### src/rtl/dma_pkg.sv
// Shared DMA types: descriptor and error records, scheduler state encoding.
package dma_pkg;

  localparam int DMA_SCHED_MAX_CH = 8;

  typedef enum logic [1:0] {
    SCH_IDLE,
    SCH_RUN,
    SCH_DONE,
    SCH_ERR
  } sched_st_t;

  typedef enum logic [1:0] {
    DMA_NO_ERR,
    DMA_UNALIGNED_ERR,
    DMA_BUS_ERR,
    DMA_LEN_ERR
  } dma_err_src_t;

  typedef struct packed {
    logic [31:0] src_addr;
    logic [31:0] dst_addr;
    logic [15:0] num_bytes;
  } s_dma_desc_t;

  typedef struct packed {
    logic         valid;
    dma_err_src_t src;
    logic [31:0]  addr;
  } s_dma_error_t;

endpackage

### src/rtl/dma_chan_sched_if.sv
// Scheduler <-> read/write streamer link; master is the scheduler side.
interface dma_chan_sched_if;
  import dma_pkg::*;

  // Handshake: a stream valid rises when a job starts and holds while the
  // descriptor is stable; the streamer answers with a one-cycle done pulse,
  // valid drops in that same cycle and never re-asserts within the job.
  // err.valid is a level whose rising edge reports a fault.
  s_dma_desc_t  dma_desc_o;
  logic         rd_stream_valid_o;
  logic         wr_stream_valid_o;
  logic         rd_stream_done_i;
  logic         wr_stream_done_i;
  s_dma_error_t rd_stream_err_i;
  s_dma_error_t wr_stream_err_i;

  modport master (
    output dma_desc_o, rd_stream_valid_o, wr_stream_valid_o,
    input  rd_stream_done_i, wr_stream_done_i, rd_stream_err_i, wr_stream_err_i
  );

  modport slave (
    input  dma_desc_o, rd_stream_valid_o, wr_stream_valid_o,
    output rd_stream_done_i, wr_stream_done_i, rd_stream_err_i, wr_stream_err_i
  );

endinterface

### src/rtl/dma_rr_arb.sv
// Combinational rotating-priority arbiter: first eligible index at or after rr_ptr wins.
module dma_rr_arb #(
  parameter  int NUM_CH = 4,
  localparam int CW     = $clog2(NUM_CH)
) (
  input  logic [NUM_CH-1:0] eligible,
  input  logic [CW-1:0]     rr_ptr,
  output logic [NUM_CH-1:0] grant,
  output logic [CW-1:0]     grant_idx,
  output logic              grant_vld
);

  always_comb begin
    grant     = '0;
    grant_idx = '0;
    grant_vld = 1'b0;
    for (int k = 0; k < NUM_CH; k++) begin
      int j;
      j = (32'(rr_ptr) + k) % NUM_CH;
      if (!grant_vld && eligible[j]) begin
        grant_vld = 1'b1;
        grant[j]  = 1'b1;
        grant_idx = CW'(j);
      end
    end
  end

endmodule

### src/rtl/dma_chan_sched.sv
// DMA channel scheduler: arbitrates descriptors, runs rd/wr streamers, reports done/error.
// Define DMA_SCHED_STRICT_PRIO_EN for fixed lowest-index-wins arbitration.
module dma_chan_sched
  import dma_pkg::*;
#(
  parameter  int NUM_CH = 4,
  localparam int CW     = $clog2(NUM_CH)
) (
  input  logic                     clk,
  input  logic                     rstn,
  input  logic [NUM_CH-1:0]        ch_en_i,
  input  logic [NUM_CH-1:0]        ch_valid_i,
  input  s_dma_desc_t [NUM_CH-1:0] ch_desc_i,
  output logic [NUM_CH-1:0]        ch_ready_o,
  output logic [NUM_CH-1:0]        ch_done_o,
  output logic [NUM_CH-1:0]        ch_err_o,
  dma_chan_sched_if.master         strm,
  output s_dma_error_t             dma_error_o,
  output logic                     busy_o,
  output logic [CW-1:0]            cur_ch_o,
  output sched_st_t                state_o
);

  sched_st_t     state_q, state_d;
  logic [NUM_CH-1:0] eligible, grant;
  logic [CW-1:0] grant_idx, arb_ptr, cur_ch_q, next_ch;
  logic          grant_vld;
  logic          rd_seen_q, wr_seen_q, rd_err_q, wr_err_q;
  logic          rd_fin, wr_fin, rd_rise, wr_rise, err_exit;
  logic [3:0]    err_cnt_q;
  s_dma_desc_t   desc_q;
  s_dma_error_t  err_q;

  assign eligible = ch_valid_i & ch_en_i;

  dma_rr_arb #(.NUM_CH(NUM_CH)) u_arb (
    .eligible  (eligible),
    .rr_ptr    (arb_ptr),
    .grant     (grant),
    .grant_idx (grant_idx),
    .grant_vld (grant_vld)
  );

  assign rd_fin   = rd_seen_q | strm.rd_stream_done_i;
  assign wr_fin   = wr_seen_q | strm.wr_stream_done_i;
  assign rd_rise  = strm.rd_stream_err_i.valid & ~rd_err_q;
  assign wr_rise  = strm.wr_stream_err_i.valid & ~wr_err_q;
  assign err_exit = (rd_fin & wr_fin) | (err_cnt_q == 4'hF);
  assign next_ch  = (cur_ch_q == CW'(NUM_CH - 1)) ? '0 : cur_ch_q + 1'b1;

`ifdef DMA_SCHED_STRICT_PRIO_EN
  // Rotating from a fixed zero pointer is exactly lowest-index priority.
  assign arb_ptr = '0;
`else
  logic [CW-1:0] rr_ptr_q;

  always_ff @(posedge clk or negedge rstn) begin
    if (!rstn) begin
      rr_ptr_q <= '0;
    end else if (state_q == SCH_DONE || (state_q == SCH_ERR && err_exit)) begin
      rr_ptr_q <= next_ch;
    end
  end

  assign arb_ptr = rr_ptr_q;
`endif

  always_comb begin
    state_d                = state_q;
    ch_ready_o             = '0;
    ch_done_o              = '0;
    ch_err_o               = '0;
    strm.rd_stream_valid_o = 1'b0;
    strm.wr_stream_valid_o = 1'b0;
    case (state_q)
      SCH_IDLE: begin
        if (grant_vld) begin
          ch_ready_o = grant & {NUM_CH{rstn}};
          state_d    = SCH_RUN;
        end
      end
      SCH_RUN: begin
        strm.rd_stream_valid_o = ~rd_seen_q & ~strm.rd_stream_done_i;
        strm.wr_stream_valid_o = ~wr_seen_q & ~strm.wr_stream_done_i;
        if (rd_rise || wr_rise) begin
          state_d = SCH_ERR;
        end else if (rd_fin && wr_fin) begin
          state_d = SCH_DONE;
        end
      end
      SCH_DONE: begin
        ch_done_o[cur_ch_q] = 1'b1;
        state_d             = SCH_IDLE;
      end
      SCH_ERR: begin
        if (err_exit) begin
          ch_err_o[cur_ch_q] = 1'b1;
          state_d            = SCH_IDLE;
        end
      end
      default: state_d = SCH_IDLE;
    endcase
  end

  always_ff @(posedge clk or negedge rstn) begin
    if (!rstn) begin
      state_q   <= SCH_IDLE;
      cur_ch_q  <= '0;
      desc_q    <= '0;
      err_q     <= '0;
      rd_seen_q <= 1'b0;
      wr_seen_q <= 1'b0;
      rd_err_q  <= 1'b0;
      wr_err_q  <= 1'b0;
      err_cnt_q <= '0;
    end else begin
      state_q  <= state_d;
      rd_err_q <= strm.rd_stream_err_i.valid;
      wr_err_q <= strm.wr_stream_err_i.valid;
      if (state_q == SCH_IDLE && grant_vld) begin
        cur_ch_q <= grant_idx;
        desc_q   <= ch_desc_i[grant_idx];
      end
      // Read-side fault wins when both report in the same cycle.
      if (state_q == SCH_RUN) begin
        if (rd_rise)      err_q <= strm.rd_stream_err_i;
        else if (wr_rise) err_q <= strm.wr_stream_err_i;
      end
      if (state_d == SCH_IDLE) begin
        rd_seen_q <= 1'b0;
        wr_seen_q <= 1'b0;
      end else if (state_q != SCH_IDLE) begin
        if (strm.rd_stream_done_i) rd_seen_q <= 1'b1;
        if (strm.wr_stream_done_i) wr_seen_q <= 1'b1;
      end
      err_cnt_q <= (state_q == SCH_ERR) ? err_cnt_q + 4'd1 : 4'd0;
    end
  end

  assign strm.dma_desc_o = desc_q;
  assign dma_error_o     = err_q;
  assign busy_o          = (state_q != SCH_IDLE);
  assign cur_ch_o        = cur_ch_q;
  assign state_o         = state_q;

endmodule
### src/flat_wrapper.sv
// flat-port wrapper written by rule: the top's interface ports become plain ports
module dma_chan_sched_flat import dma_pkg::*;
#(
  parameter  int NUM_CH = 4,
  localparam int CW     = $clog2(NUM_CH)
)
  (clk, rstn, ch_en_i, ch_valid_i, ch_desc_i, ch_ready_o, ch_done_o, ch_err_o, dma_error_o, busy_o, cur_ch_o, state_o, strm_dma_desc_o, strm_rd_stream_valid_o, strm_wr_stream_valid_o, strm_rd_stream_done_i, strm_wr_stream_done_i, strm_rd_stream_err_i, strm_wr_stream_err_i);
  dma_chan_sched_if strm_i ();
  input  logic clk;
  input  logic rstn;
  input  logic [NUM_CH-1:0] ch_en_i;
  input  logic [NUM_CH-1:0] ch_valid_i;
  input  s_dma_desc_t [NUM_CH-1:0] ch_desc_i;
  output logic [NUM_CH-1:0] ch_ready_o;
  output logic [NUM_CH-1:0] ch_done_o;
  output logic [NUM_CH-1:0] ch_err_o;
  output s_dma_error_t dma_error_o;
  output logic busy_o;
  output logic [CW-1:0] cur_ch_o;
  output sched_st_t state_o;
  output wire logic [$bits(strm_i.dma_desc_o)-1:0] strm_dma_desc_o;
  output wire logic [$bits(strm_i.rd_stream_valid_o)-1:0] strm_rd_stream_valid_o;
  output wire logic [$bits(strm_i.wr_stream_valid_o)-1:0] strm_wr_stream_valid_o;
  input wire logic [$bits(strm_i.rd_stream_done_i)-1:0] strm_rd_stream_done_i;
  input wire logic [$bits(strm_i.wr_stream_done_i)-1:0] strm_wr_stream_done_i;
  input wire logic [$bits(strm_i.rd_stream_err_i)-1:0] strm_rd_stream_err_i;
  input wire logic [$bits(strm_i.wr_stream_err_i)-1:0] strm_wr_stream_err_i;
  assign strm_dma_desc_o = strm_i.dma_desc_o;
  assign strm_rd_stream_valid_o = strm_i.rd_stream_valid_o;
  assign strm_wr_stream_valid_o = strm_i.wr_stream_valid_o;
  assign strm_i.rd_stream_done_i = strm_rd_stream_done_i;
  assign strm_i.wr_stream_done_i = strm_wr_stream_done_i;
  assign strm_i.rd_stream_err_i = strm_rd_stream_err_i;
  assign strm_i.wr_stream_err_i = strm_wr_stream_err_i;
  dma_chan_sched #(.NUM_CH(NUM_CH)) u_core (.clk(clk), .rstn(rstn), .ch_en_i(ch_en_i), .ch_valid_i(ch_valid_i), .ch_desc_i(ch_desc_i), .ch_ready_o(ch_ready_o), .ch_done_o(ch_done_o), .ch_err_o(ch_err_o), .strm(strm_i), .dma_error_o(dma_error_o), .busy_o(busy_o), .cur_ch_o(cur_ch_o), .state_o(state_o));
endmodule
### config.mk
export PLATFORM = sky130hd
export DESIGN_NAME = dma_chan_sched_flat
export DESIGN_NICKNAME = d
export VERILOG_FILES = /design/src/rtl/dma_pkg.sv /design/src/rtl/dma_chan_sched_if.sv /design/src/rtl/dma_rr_arb.sv /design/src/rtl/dma_chan_sched.sv /design/src/flat_wrapper.sv
export SDC_FILE = /design/constraint.sdc
export NUM_CORES = 1
export LEC_CHECK = 0
export ABC_AREA = 1
export CAP_MARGIN = 20
export CORE_AREA = 2 2 210 212
export CTS_CLUSTER_DIAMETER = 150
export DETAILED_ROUTE_END_ITERATION = 10
export DIE_AREA = 0 0 212 214
export SYNTH_ARGS = -nofsm -noshare
export SYNTH_HDL_FRONTEND = slang
export SYNTH_SLANG_ARGS = --single-unit
### constraint.sdc
create_clock -name clk -period 2.5 [get_ports clk]
set_input_delay 0.5 -clock clk [delete_from_list [all_inputs] [get_ports clk]]
set_output_delay 0.5 -clock clk [all_outputs]
set_load 0.05 [all_outputs]
==> summary.txt, run 1 <==
Run status
  • Outcome: finished with violations
  • Violated checks: negative setup slack

Setup path
  • Worst R2R Start: u_core.arb_ptr[0]
  • Critical path capture point type: primary output
  • Critical Path Source Type: primary input
  • Crit path DAT: 2.14 ns
  • Register-to-register path setup slack: -0.04 ns
  • Critical path fanouts, max: 4
  • Required time of the critical path: 2.00 ns
  • Critical path startpoint: ch_en_i[3]
  • Path type of the worst setup path: primary input to primary output

Yosys
  • Number of library cell types mapped by synthesis: 28
  • Synthesized net count: 2064
  • Synthesis-stage register bit count: 129
  • Biggest area contributors in the synthesized netlist: sky130_fd_sc_hd__dfrtp_1, sky130_fd_sc_hd__nand2_1, sky130_fd_sc_hd__inv_1, sky130_fd_sc_hd__nand3_1, sky130_fd_sc_hd__nand4_1
  • Yosys top cell by area: sky130_fd_sc_hd__dfrtp_1
  • Synth Cell Area: 0.0101 mm²
  • Mean instance size in the synthesized netlist: 6.10 µm²
  • Area share of the largest cell type after synthesis: 32.1%
  • Fraction of the yosys area taken by sequential cells: 32.1%
  • Number of warnings reported in the yosys synthesis log: 0
  • Number of cells produced by synthesis: 1649

Timing
  • Worst Max-Slew Pin Slew: 0.752 ns
  • Worst-case setup margin in the final layout: -0.137 ns
  • Tcrit/Tclk final: 105%
  • Slew Viols, Final: 0
  • Clock period minus final worst setup slack: 2.64 ns
  • Setup skew after layout: 0.0137 ns
  • Total setup violations reported at the end of the flow: 12
  • RSZ-0062 raised after global routing: yes
  • Final hold slack: 0.222 ns
  • Slew Limit Headroom: 49.9%
  • Timing-limited maximum frequency: 0.379 GHz
  • Total count of hold-check failures in the final report: 0

Die
  • Die boundary width: 212 µm
  • Die area: 0.0454 mm²
  • Number of placement rows: 76
  • Core region area: 0.0429 mm²
  • Height of the die: 214 µm
  • Starting density of the core: 23.4%
  • Number of I/O pins: 536

CTS
  • Clock latency on the worst-skew pair: 0.44 ns
  • Number of sinks on the clock net: 129
  • Clk buf depth: 2
  • Num CTS Buffers: 17
  • Clock tree from TritonCTS: built
  • Maximum level of the CTS H-tree: 4
  • Clock root buffer: sky130_fd_sc_hd__clkbuf_16
  • Clock transition time at the flip-flop clock pins of the worst setup and hold paths: 0.07 ns
  • Total of hold buffers inserted after clock tree synthesis: 0

Cells and area
  • Commonest non-fill, non-tap cell in the layout: sky130_fd_sc_hd__nand2_1
  • Highest-count cells in the layout ignoring fill and taps: sky130_fd_sc_hd__nand2_1, sky130_fd_sc_hd__clkdlybuf4s50_1, sky130_fd_sc_hd__inv_1, sky130_fd_sc_hd__nand3_1, sky130_fd_sc_hd__nand4_1
  • Register cell area after layout: 0.00323 mm²
  • Share of layout cells above drive strength 1: 10.7%
  • Layout overhead on the synthesized area: 79.1%
  • Total area of multi-input combinational cells: 0.00532 mm²
  • Number of filler instances in the final layout: 4440
  • Post-layout nets: 2615

Routing
  • Routed wire length: 48400 µm
  • Detailed Route Iter0 Violations: 921
  • Via count: 12900
  • Total DRC errors in the routed layout: 0
  • Average wire length per cell after detail routing: 17.3 µm
  • Routed Antenna Nets: 0
  • DR vias/cell: 4.61
  • Number of detailed-routing iterations run before antenna repair: 7

Pwr
  • Total power density per cell area: 1790 mW/mm²
  • Leakage Power: 9.18 nW
  • Worst voltage drop across the vdd grid: 0.000959 V

Placement
  • HPWL after detailed placement: 35400 µm
  • Port-buffer cells: 535
  • Final Wtd Congestion: 0.906
  • Place WS: -0.286 ns

Global routing
  • Vias in the first global route: 12700
  • Global-route wire length before repair: 70400 µm
  • Pin count of the biggest net entering global routing: 130
  • Overflow left after global routing: 0
  • Antenna violations before repair: 3
  • GRT Util Overall: 19.9%

Flow run
  • Max-Cap Viols: 0

Min path
  • Worst hold path class: primary input to async pin
[cell usage after synthesis]
cell type                  number
sky130_fd_sc_hd__clkinv_1       2
sky130_fd_sc_hd__nand2_2        4
sky130_fd_sc_hd__xor2_1         1
sky130_fd_sc_hd__a21oi_1        6
sky130_fd_sc_hd__buf_6          2
sky130_fd_sc_hd__o21ai_0        6
sky130_fd_sc_hd__a31oi_1       34
sky130_fd_sc_hd__inv_2          5
sky130_fd_sc_hd__nor3_2         1
sky130_fd_sc_hd__nand4_1      156
sky130_fd_sc_hd__nand3_1      225
sky130_fd_sc_hd__inv_1        338
sky130_fd_sc_hd__nor2_2         1
sky130_fd_sc_hd__nor3_1         3
sky130_fd_sc_hd__clkbuf_1      32
sky130_fd_sc_hd__a21oi_2        1
sky130_fd_sc_hd__buf_1         16
sky130_fd_sc_hd__ha_1          13
sky130_fd_sc_hd__dfrtp_1      129
sky130_fd_sc_hd__o22ai_1        1
sky130_fd_sc_hd__o211ai_1       4
sky130_fd_sc_hd__nor2_1        58
sky130_fd_sc_hd__buf_2         63
sky130_fd_sc_hd__nand3_2        6
sky130_fd_sc_hd__or2_2          7
sky130_fd_sc_hd__buf_4          7
sky130_fd_sc_hd__nand2_1      527
sky130_fd_sc_hd__nand4_2        1
[registers in the layout, indices dropped and copies added, names as in the netlist]
signal                  cells
u_core.state_o              2
u_core.rd_seen_q            1
u_core.wr_seen_q            1
u_core.wr_err_q             1
u_core.strm.dma_desc_o     80
u_core.dma_error_o         35
u_core.err_cnt_q            4
u_core.rd_err_q             1
u_core.cur_ch_o             2
u_core.arb_ptr              2
[area by class of cell]
class | instances | area share [%]
Timing Repair Buffer | 652 | 37.8
Inverter | 345 | 7.26
Antenna cell | 1 | 0.0139
Tap cell | 585 | 4.07
Multi-Input combinational cell | 1055 | 29.5
Clock inverter | 15 | 1.00
Sequential cell | 129 | 17.9
Clock buffer | 17 | 2.36
[repair_timing]
| action | 4_1_cts | 5_1_grt |
|---|---|---|
| endpoints found under the setup margin | 7 | 53 |
| hold endpoints to repair | 0 | 0 |
| pin swaps | 17 | 17 |
| gates cloned | 0 | 8 |
| gates resized for setup | 44 | 29 |
| setup buffers | 8 | 16 |
[final timing paths]
check,to,cells past startpoint
setup / recovery,ch_ready_o[3],11
hold / removal,u_core.cur_ch_o[1],2
setup reg to reg,u_core.strm.dma_desc_o[55],16
hold reg to reg,u_core.strm.dma_desc_o[23],2
max in group asynchronous,u_core.strm.dma_desc_o[43],2
min in group clk,u_core.strm.dma_desc_o[23],2
[cells by family after synthesis]
logic type	count (synthesis)	synth area share, %
AND/OR/NAND/NOR	989	44.5
buffers and inverters	465	18.6
flip-flops	129	32.1
AO/OA/AOI/OAI	52	3.16
adder cells (fa/ha/maj)	13	1.62
XOR/XNOR	1	0.0871
[worst max-delay path, cell delays in order]
cell and delay (ns):
sky130_fd_sc_hd__clkdlybuf4s50_1 0.56, sky130_fd_sc_hd__nand3_4 0.14, sky130_fd_sc_hd__nand3_4 0.11, sky130_fd_sc_hd__nand2_4 0.08
sky130_fd_sc_hd__buf_12 0.14, sky130_fd_sc_hd__nand4_4 0.11, sky130_fd_sc_hd__nand2_4 0.08, sky130_fd_sc_hd__inv_6 0.07
sky130_fd_sc_hd__nand2_8 0.07, sky130_fd_sc_hd__nor2_4 0.13, sky130_fd_sc_hd__buf_12 0.14
[layer usage]
layer  vias to the layer above  track usage [%]  wire length (µm)
met5                         -                0                27
met4                         4             7.23              1500
met3                        81             6.32              4270
met2                       503             34.9             23800
met1                      6050             22.6             18900
li1                       6274                -                 -
[power by group]
| part | leakage, nW | internal [mW] | switching [mW] | total, mW |
|---|---|---|---|---|
| logic | 7.33 | 9.97 | 15.9 | 25.8 |
| registers | 1.55 | 3.16 | 0.599 | 3.76 |
| clock network | 0.296 | 1.58 | 1.09 | 2.67 |
| total | 9.18 | 14.7 | 17.6 | 32.3 |
[through the flow]
| step | util (%) | TNS, ns | power (mW) | cells | cell area [µm²] |
|---|---|---|---|---|---|
| 5_1_grt | 42.0 | -4.53 | 34.8 | 2798 | 18000 |
| 4_1_cts | 40.9 | -0.518 | 30.5 | 2774 | 17500 |
| 3_5_place_dp | 38.9 | -16.07 | 27.2 | 2734 | 16700 |
| 2_1_floorplan | - | 0 | 18.6 | 1649 | 10100 |
| 6_report | 42.0 | -0.893 | 32.3 | 2799 | 18000 |
| 3_3_place_gp | 38.9 | -14.54 | 27.0 | 2734 | 16700 |
No activity file was read; power rests on OpenSTA's default activity.
==> run 2, diff against run 1 <==
Clock period 2.5 ns to 2.9 ns, I/O delays scaled along.
==> run 2 against run 1 <==
  * The flow now finishes without violations
  * Clock power decreased by 16%
  * Die area unchanged
  * Critical path depth unchanged
  * Non-clock buffer count decreased by 54
  * Sequential cell count unchanged
  * Worst setup slack improved by 0.19 ns
  * Global-route usage decreased by 0.46 points
  * Combinational power decreased by 23%
  * Core utilization decreased by 2.0 points
  * Critical path type unchanged
  * Largest cell class unchanged
  * Highest routed layer unchanged
==> summary.txt, run 2 (synthesis gave the netlist of run 1 again) <==
Timing
  • Clock period minus final worst setup slack: 2.85 ns
  • Slew Limit Headroom: 40.5%
  • Total negative slack for setup checks: 0 ns
  • Worst Max-Slew Pin Slew: 0.893 ns
  • Slew Viols, Final: 0
  • RSZ-0062 raised after global routing: yes
  • Timing-limited maximum frequency: 0.351 GHz
  • Tcrit/Tclk final: 98.3%
  • Setup skew after layout: 0.00929 ns
  • Total count of hold-check failures in the final report: 0
  • Total setup violations reported at the end of the flow: 0

Die
  • Starting density of the core: 23.4%
  • Die boundary width: 212 µm
  • Number of placement rows: 76
  • Height of the die: 214 µm
  • Die area: 0.0454 mm²
  • Number of I/O pins: 536
  • Core region area: 0.0429 mm²

Cells and area
  • Share of layout cells above drive strength 1: 7.13%
  • Highest-count cells in the layout ignoring fill and taps: sky130_fd_sc_hd__nand2_1, sky130_fd_sc_hd__clkdlybuf4s50_1, sky130_fd_sc_hd__inv_1, sky130_fd_sc_hd__nand3_1, sky130_fd_sc_hd__nand4_1
  • Design Area, Final: 0.0171 mm²
  • Number of filler instances in the final layout: 4450
  • Number of flip-flops under the largest register name: 80
  • Final Core Density: 40.0%
  • Post-layout nets: 2561
  • Layout overhead on the synthesized area: 70.6%
  • Non-filler cells in the finished layout: 2745
  • Commonest non-fill, non-tap cell in the layout: sky130_fd_sc_hd__nand2_1

Routing
  • Average wire length per cell after detail routing: 16.6 µm
  • DR vias/cell: 4.56
  • Detailed Route Iter0 Violations: 1036
  • Number of detailed-routing iterations run before antenna repair: 7
  • Routed Antenna Nets: 0
  • Via count: 12500
  • Routed wire length: 45500 µm
  • Total DRC errors in the routed layout: 0

Pwr
  • Sum of internal, switching and leakage power: 25.3 mW
  • Worst voltage drop across the vdd grid: 0.00122 V
  • Total power density per cell area: 1480 mW/mm²
  • Leakage Power: 8.79 nW

Placement
  • Port-buffer cells: 535
  • HPWL after detailed placement: 34200 µm
  • Total cell area at the placement stage: 0.0164 mm²
  • Final Wtd Congestion: 0.895
  • Number of placed instances, taps included: 2712

Setup path
  • Crit path DAT: 2.27 ns
  • Required time of the critical path: 2.32 ns
  • Worst R2R Start: u_core.arb_ptr[0]
  • Critical path startpoint: ch_en_i[2]
  • Path type of the worst setup path: primary input to primary output
  • Critical path capture point type: primary output
  • Critical Path Source Type: primary input
  • Critical path fanouts, max: 7

Global routing
  • GRT Util Overall: 19.5%
  • Pin count of the biggest net entering global routing: 130
  • Antenna violations before repair: 2
  • Global-route wire length before repair: 69200 µm
  • Vias in the first global route: 12300
  • Overflow left after global routing: 0

CTS
  • Clock transition time at the flip-flop clock pins of the worst setup and hold paths: 0.07 ns
  • Clock root buffer: sky130_fd_sc_hd__clkbuf_16
  • Maximum level of the CTS H-tree: 4
  • Clock tree from TritonCTS: built
  • Postcts setup bufs: 0
  • Num CTS Buffers: 17
  • Total of hold buffers inserted after clock tree synthesis: 0
  • Clk buf depth: 2
  • Clock latency on the worst-skew pair: 0.44 ns
  • Number of sinks on the clock net: 129

Run status
  • Outcome: finished clean

Flow run
  • Max-Cap Viols: 0

Min path
  • Worst hold path class: primary input to async pin
==> run 2: final cells by class <==
type,instances,area (µm²),area share [%]
inverter,345,1290,7.55
multi-input combinational,1055,5100,29.8
clock buffer,17,425,2.48
clock inverter,15,171,1.00
antenna,1,2.50,0.0146
tap,585,732,4.27
timing repair buffer,598,6190,36.1
sequential,129,3230,18.8
==> run 2: final timing paths <==
kind | to | slack, ns | cells past startpoint
min in group clk | u_core.dma_error_o[34] | 0.47 | 1
worst max register to register | u_core.strm.dma_desc_o[26] | 0.44 | 14
max in group asynchronous | u_core.strm.dma_desc_o[32] | 2.07 | 2
worst min-delay path | u_core.dma_error_o[20] | 0.26 | 2
worst min register to register | u_core.dma_error_o[34] | 0.47 | 1
worst max-delay path | ch_ready_o[1] | 0.05 | 11
==> run 2: timing repair <==
action	in CTS	in global routing
endpoints found under the hold margin	0	0
endpoints found under the setup margin	4	5
pin swaps	0	6
gates resized for setup	10	18
==> run 2: where the power goes <==
group          switching, mW  total, mW  internal (mW)
Combinational           12.8       19.8           7.02
Clock                  0.945       2.24           1.29
Sequential             0.493       3.22           2.72
Total                   14.3       25.3           11.0
==> run 2: metrics by stage <==
step	setup WS (ns)	hold slack (ns)
after floorplan	-0.181	0.284
after global placement	-0.0285	0.453
after detailed placement	-0.0422	0.455
after CTS	0.00283	0.285
after global routing	-0.0197	0.305
final	0.0488	0.263
==> run 2: routing by layer <==
layer,GRT usage (%),vias up,share of wire (%)
li1,-,6153,-
met1,23.2,5833,41
met2,33.5,470,48
met3,5.48,60,8.5
met4,6.53,2,2.5
met5,0,-,0.029
==> run 2: worst max-delay path: stages <==
cell	delay, ns
sky130_fd_sc_hd__clkdlybuf4s50_1	0.47
sky130_fd_sc_hd__nand3_2	0.12
sky130_fd_sc_hd__nand3_1	0.13
sky130_fd_sc_hd__nand2_4	0.17
sky130_fd_sc_hd__inv_2	0.07
sky130_fd_sc_hd__nor2_2	0.12
sky130_fd_sc_hd__nand3_1	0.10
sky130_fd_sc_hd__o211ai_1	0.10
sky130_fd_sc_hd__a21oi_1	0.08
sky130_fd_sc_hd__nor2_2	0.17
sky130_fd_sc_hd__buf_12	0.16
